$ cat src/rtl/fmul_share_ctrl.sv
// Arbitrates two requesters onto one shared combinational FP multiplier.
// One operation in flight; the result is held until its owner takes it.
module fmul_share_ctrl #(
    parameter int unsigned MUL_CYCLES = 2
) (
    input  logic        clk,
    input  logic        clrn,
    input  logic        req0_valid,
    output logic        req0_ready,
    input  logic [31:0] req0_a,
    input  logic [31:0] req0_b,
    input  logic [1:0]  req0_rm,
    input  logic        req1_valid,
    output logic        req1_ready,
    input  logic [31:0] req1_a,
    input  logic [31:0] req1_b,
    input  logic [1:0]  req1_rm,
    output logic        rsp0_valid,
    input  logic        rsp0_ready,
    output logic [31:0] rsp0_s,
    output logic        rsp1_valid,
    input  logic        rsp1_ready,
    output logic [31:0] rsp1_s,
    output logic [31:0] fm_a,
    output logic [31:0] fm_b,
    output logic [1:0]  fm_rm,
    input  logic [31:0] fm_s,
    output logic        busy
);

    // state | meaning
    // IDLE  | waiting for a request; grants one requester
    // BUSY  | operands on the multiplier, counting down settle time
    // DONE  | result held for the owner until it is taken
    typedef enum logic [1:0] {IDLE, BUSY, DONE} state_t;

    localparam logic [3:0] CNT_LOAD = 4'(MUL_CYCLES - 1);

    state_t      state, state_nx;
    logic        last;
    logic        owner;
    logic [3:0]  cnt;
    logic [31:0] a_q, b_q, res_q;
    logic [1:0]  rm_q;
    logic        grant1;
    logic        accept;
    logic        take;

    // With both valid, requester 1 wins only if requester 0 was served last.
    assign grant1     = req1_valid & (~req0_valid | ~last);
    assign req0_ready = clrn & (state == IDLE) & req0_valid & ~grant1;
    assign req1_ready = clrn & (state == IDLE) & grant1;
    assign accept     = req0_ready | req1_ready;
    assign take       = (state == DONE) & (owner ? rsp1_ready : rsp0_ready);

    assign rsp0_valid = (state == DONE) & ~owner;
    assign rsp1_valid = (state == DONE) & owner;
    assign rsp0_s     = res_q;
    assign rsp1_s     = res_q;
    assign fm_a       = a_q;
    assign fm_b       = b_q;
    assign fm_rm      = rm_q;
    assign busy       = (state != IDLE);

    always_ff @(posedge clk or negedge clrn) begin
        if (!clrn) state <= IDLE;
        else       state <= state_nx;
    end

    always_comb begin
        state_nx = state;
        unique case (state)
            IDLE: if (accept) state_nx = BUSY;
            BUSY: if (cnt == 4'd0) state_nx = DONE;
            DONE: if (take) state_nx = IDLE;
            default: state_nx = IDLE;
        endcase
    end

    always_ff @(posedge clk or negedge clrn) begin
        if (!clrn) begin
            last  <= 1'b1;
            owner <= 1'b0;
            cnt   <= 4'd0;
            a_q   <= 32'd0;
            b_q   <= 32'd0;
            rm_q  <= 2'd0;
            res_q <= 32'd0;
        end else begin
            if (accept) begin
                owner <= grant1;
                a_q   <= grant1 ? req1_a : req0_a;
                b_q   <= grant1 ? req1_b : req0_b;
                rm_q  <= grant1 ? req1_rm : req0_rm;
                cnt   <= CNT_LOAD;
            end
            if (state == BUSY) begin
                if (cnt == 4'd0) res_q <= fm_s;
                else             cnt   <= cnt - 4'd1;
            end
            if (take) last <= owner;
        end
    end

endmodule

$ cat config.mk
export PLATFORM = sky130hd
export DESIGN_NAME = fmul_share_ctrl
export DESIGN_NICKNAME = d
export VERILOG_FILES = /design/src/rtl/fmul_share_ctrl.sv
export SDC_FILE = /design/constraint.sdc
export NUM_CORES = 1
export LEC_CHECK = 0
export ABC_CLOCK_PERIOD_IN_PS = 2150
export CORE_MARGIN = 2
export CORE_UTILIZATION = 38
export CTS_CLUSTER_SIZE = 8
export DETAILED_ROUTE_END_ITERATION = 10
export PLACE_DENSITY = 0.79
export SLEW_MARGIN = 20
export SYNTH_ARGS = -nofsm -noshare
export SYNTH_HDL_FRONTEND = slang
export SYNTH_SLANG_ARGS = --single-unit
export TNS_END_PERCENT = 10
$ cat constraint.sdc
create_clock -name clk -period 2.15 [get_ports clk]
set_input_delay 0.3225 -clock clk [delete_from_list [all_inputs] [get_ports clk]]
set_output_delay 0.3225 -clock clk [all_outputs]
set_load 0.005 [all_outputs]
==> results of run 1 <==
==> repair_timing <==
action,CTS,global route
gates resized for setup,0,4
hold buffers,0,0
endpoints found under the setup margin,0,2
buffers inserted,0,2
==> state kept, by name (all words and copies together) (netlist names) <==
signal  count
rsp0_s     32
owner       1
fm_a       32
state       2
last        1
cnt         4
fm_rm       2
fm_b       32
==> cells by family after synthesis <==
| kind of cell | after synthesis | share of synthesized area (%) |
|---|---|---|
| multiplexers | 166 | 37.39 |
| flip-flops | 106 | 51.23 |
| buffers and inverters | 53 | 7.053 |
| AND/OR/NAND/NOR | 20 | 2.464 |
| AO/OA/AOI/OAI | 12 | 1.618 |
| adder cells (fa/ha/maj) | 1 | 0.2415 |
==> metal layers <==
layer | GRT usage (%) | vias up
met3 | 4.764 | 32
met2 | 33.44 | 178
met1 | 21.09 | 1835
met4 | 8.939 | 0
li1 | - | 1787
met5 | 0 | -
==> cells in the mapped netlist (all sizes together) <==
cell	count	area, µm²
a211o	1	8.760
a21boi	1	7.510
a21o	2	15.01
a21oi	1	5.000
a22o	1	8.760
and2	3	18.77
and3b	1	8.760
buf	50	354.1
dfrtp	105	2628
dfstp	1	26.28
ha	1	12.51
inv	3	11.26
mux2	166	1937
nand2	4	15.01
nand2b	2	12.51
nand3b	1	7.510
nor2	2	7.510
nor2b	1	6.260
nor3b	2	25.02
o21ai	2	10.01
o22ai	2	12.51
o2bb2ai	1	8.760
o31ai	1	7.510
or2	3	18.77
or4	1	7.510
==> metrics by stage <==
step	cells	cell area, µm²
after floorplan	358	5180
after detailed placement	797	8205
after CTS	810	8466
after global placement	797	8205
final	812	8493
after global routing	812	8493
==> worst register-to-register path: stages, from the launching register on <==
cell and delay [ns]:
dfrtp_1 0.38, inv_1 0.08, ha_1 0.22, nor3b_2 0.19, nand3b_1 0.09, buf_4 0.37
mux2_2 0.41
==> area by class of cell <==
cell class	count	share of cell area, %
Sequential cell	106	31.26
Timing Repair Buffer	315	37.24
Multi-Input combinational cell	199	25.71
Inverter	3	0.1326
Clock buffer	13	3.064
Tap cell	176	2.593
==> how the worst max path moves through the flow <==
stage / to / slack [ns] / cells after the start
after global routing: req1_ready / 0.02 / 3
after global placement: fm_a[1] / 0.04 / 5
after floorplan: fm_b[19] / 0.47 / 5
after CTS: req0_ready / 0.0005 / 4
after detailed placement: fm_a[14] / 0.007 / 5
final: req1_ready / 0.1 / 4
==> report_power, final <==
part	internal (mW)	switching [mW]
Sequential	3.03	0.673
Clock	0.831	0.662
Combinational	3.77	1.52
==> metrics.txt, run 1 <==
status=complete, no violations; WL final=13770 µm; TritonCTS Buffers=9; met3 wire length=1091 µm; setup TNS=0 ns; gr ovfl total=0; crit-path max FO=4; cell mode on critical path=clkdlybuf4s50_1; Hold/Removal Path Class=input pin to async pin; worst slack at placement=0.006940 ns; first-pass GRT wire length=21250 µm; critical path class=input pin to output pin; Initial Utilization=38.96%; root buffer cell=clkbuf_16; min cycle time layout=2.051 ns; routed vias=3832; commonest non-fill, non-tap cells in the layout=clkdlybuf4s50_1, mux2_2, dfrtp_1; ant diodes=0; Max Transition Viols Final=0; fillcell total=1008; Max Cap Viol=0; pwr/cell area=1234 nW/µm²; Max Used Layer=met4; Worst Path Buf+Inv=2; RSZ-0062 raised after global routing=false; library cells used by synthesis=29; drc violations=0; Startpoint Class=input pin; DRT iter0 DRCs=136; Avg WL per Cell=16.96 µm; mean post-synth cell area=14.47 µm²; Post-Syn Instances=358; die height=120.8 µm; leakage dissipation=3.454 nW; final hold vios=0; FF-to-FF path depth=6; Area Growth Syn to Fin=63.96%; clk_lat worst skew=0.34 ns; Routed Antenna Nets=0; DP HPWL=10630 µm; Final GP Congestion=0.7581; share of cells above drive strength 1=31.13%; CTS sink count=106; worst hold slack=0.09618 ns; Core ar.=13300 µm²; Yosys reg bits=106; Final period util=95.39%; Yosys Warn Count=0; vias in the first global route=4028; Longest Clk Path Bufs=2; slowest stage delay, CP=0.51 ns; crit path cell chain=clkdlybuf4s50_1 > a21boi_4 > and2_1 > clkdlybuf4s50_1; Final Net Count=805; Pwr Total=10.48 mW; DRT met1 WL=5214 µm; # setup viols final=0; die area=14580 µm²; maximum vdd drop=0.0006676 V; CP Data Arrival Time=1.73 ns; CTS tree=yes; synthesized cell area=5180 µm²; Worst path slowest cell=clkdlybuf4s50_1; Worst Skew=0.004238 ns; commonest non-fill, non-tap cell in the layout=clkdlybuf4s50_1; Multi-input gate area=2183 µm²; initial antenna violation count=0; sequential cell area fraction in the yosys report=51.23%; Final Util=63.88%; GRT Util Overall=18.85%; pin count of the biggest net entering global routing=58; Port Buffers=304; htree depth=3; FF+latch area=2655 µm²; Setup crit start=req0_valid; Rel. slew slack=52.26%; flop2flop setup slack=0.30 ns; fmax=487.6 MHz; Worst-path clk slew=0.06 ns; worst r2r dst=rsp0_s[21]; DR pass1 iterations=4; crit end category=output pin; Req. time, crit path=1.83 ns; r2r startpoint=cnt[0]; num rows=42; setup ws final=0.09922 ns; Die Wd=120.8 µm; metal2 WL=7021 µm; syn_nets=529; Worst-Margin Slew=0.7161 ns; cell family with most CP delay=buffers and inverters; via-per-instance ratio=4.719; IO Count=305
No activity file was read; power rests on OpenSTA's default activity.
==> run 2, diff against run 1 <==
Settings changed: CAP_MARGIN from default to 20.
==> results of run 2 <==
No change in the layout: final DEF, timing and power equal those of run 1.
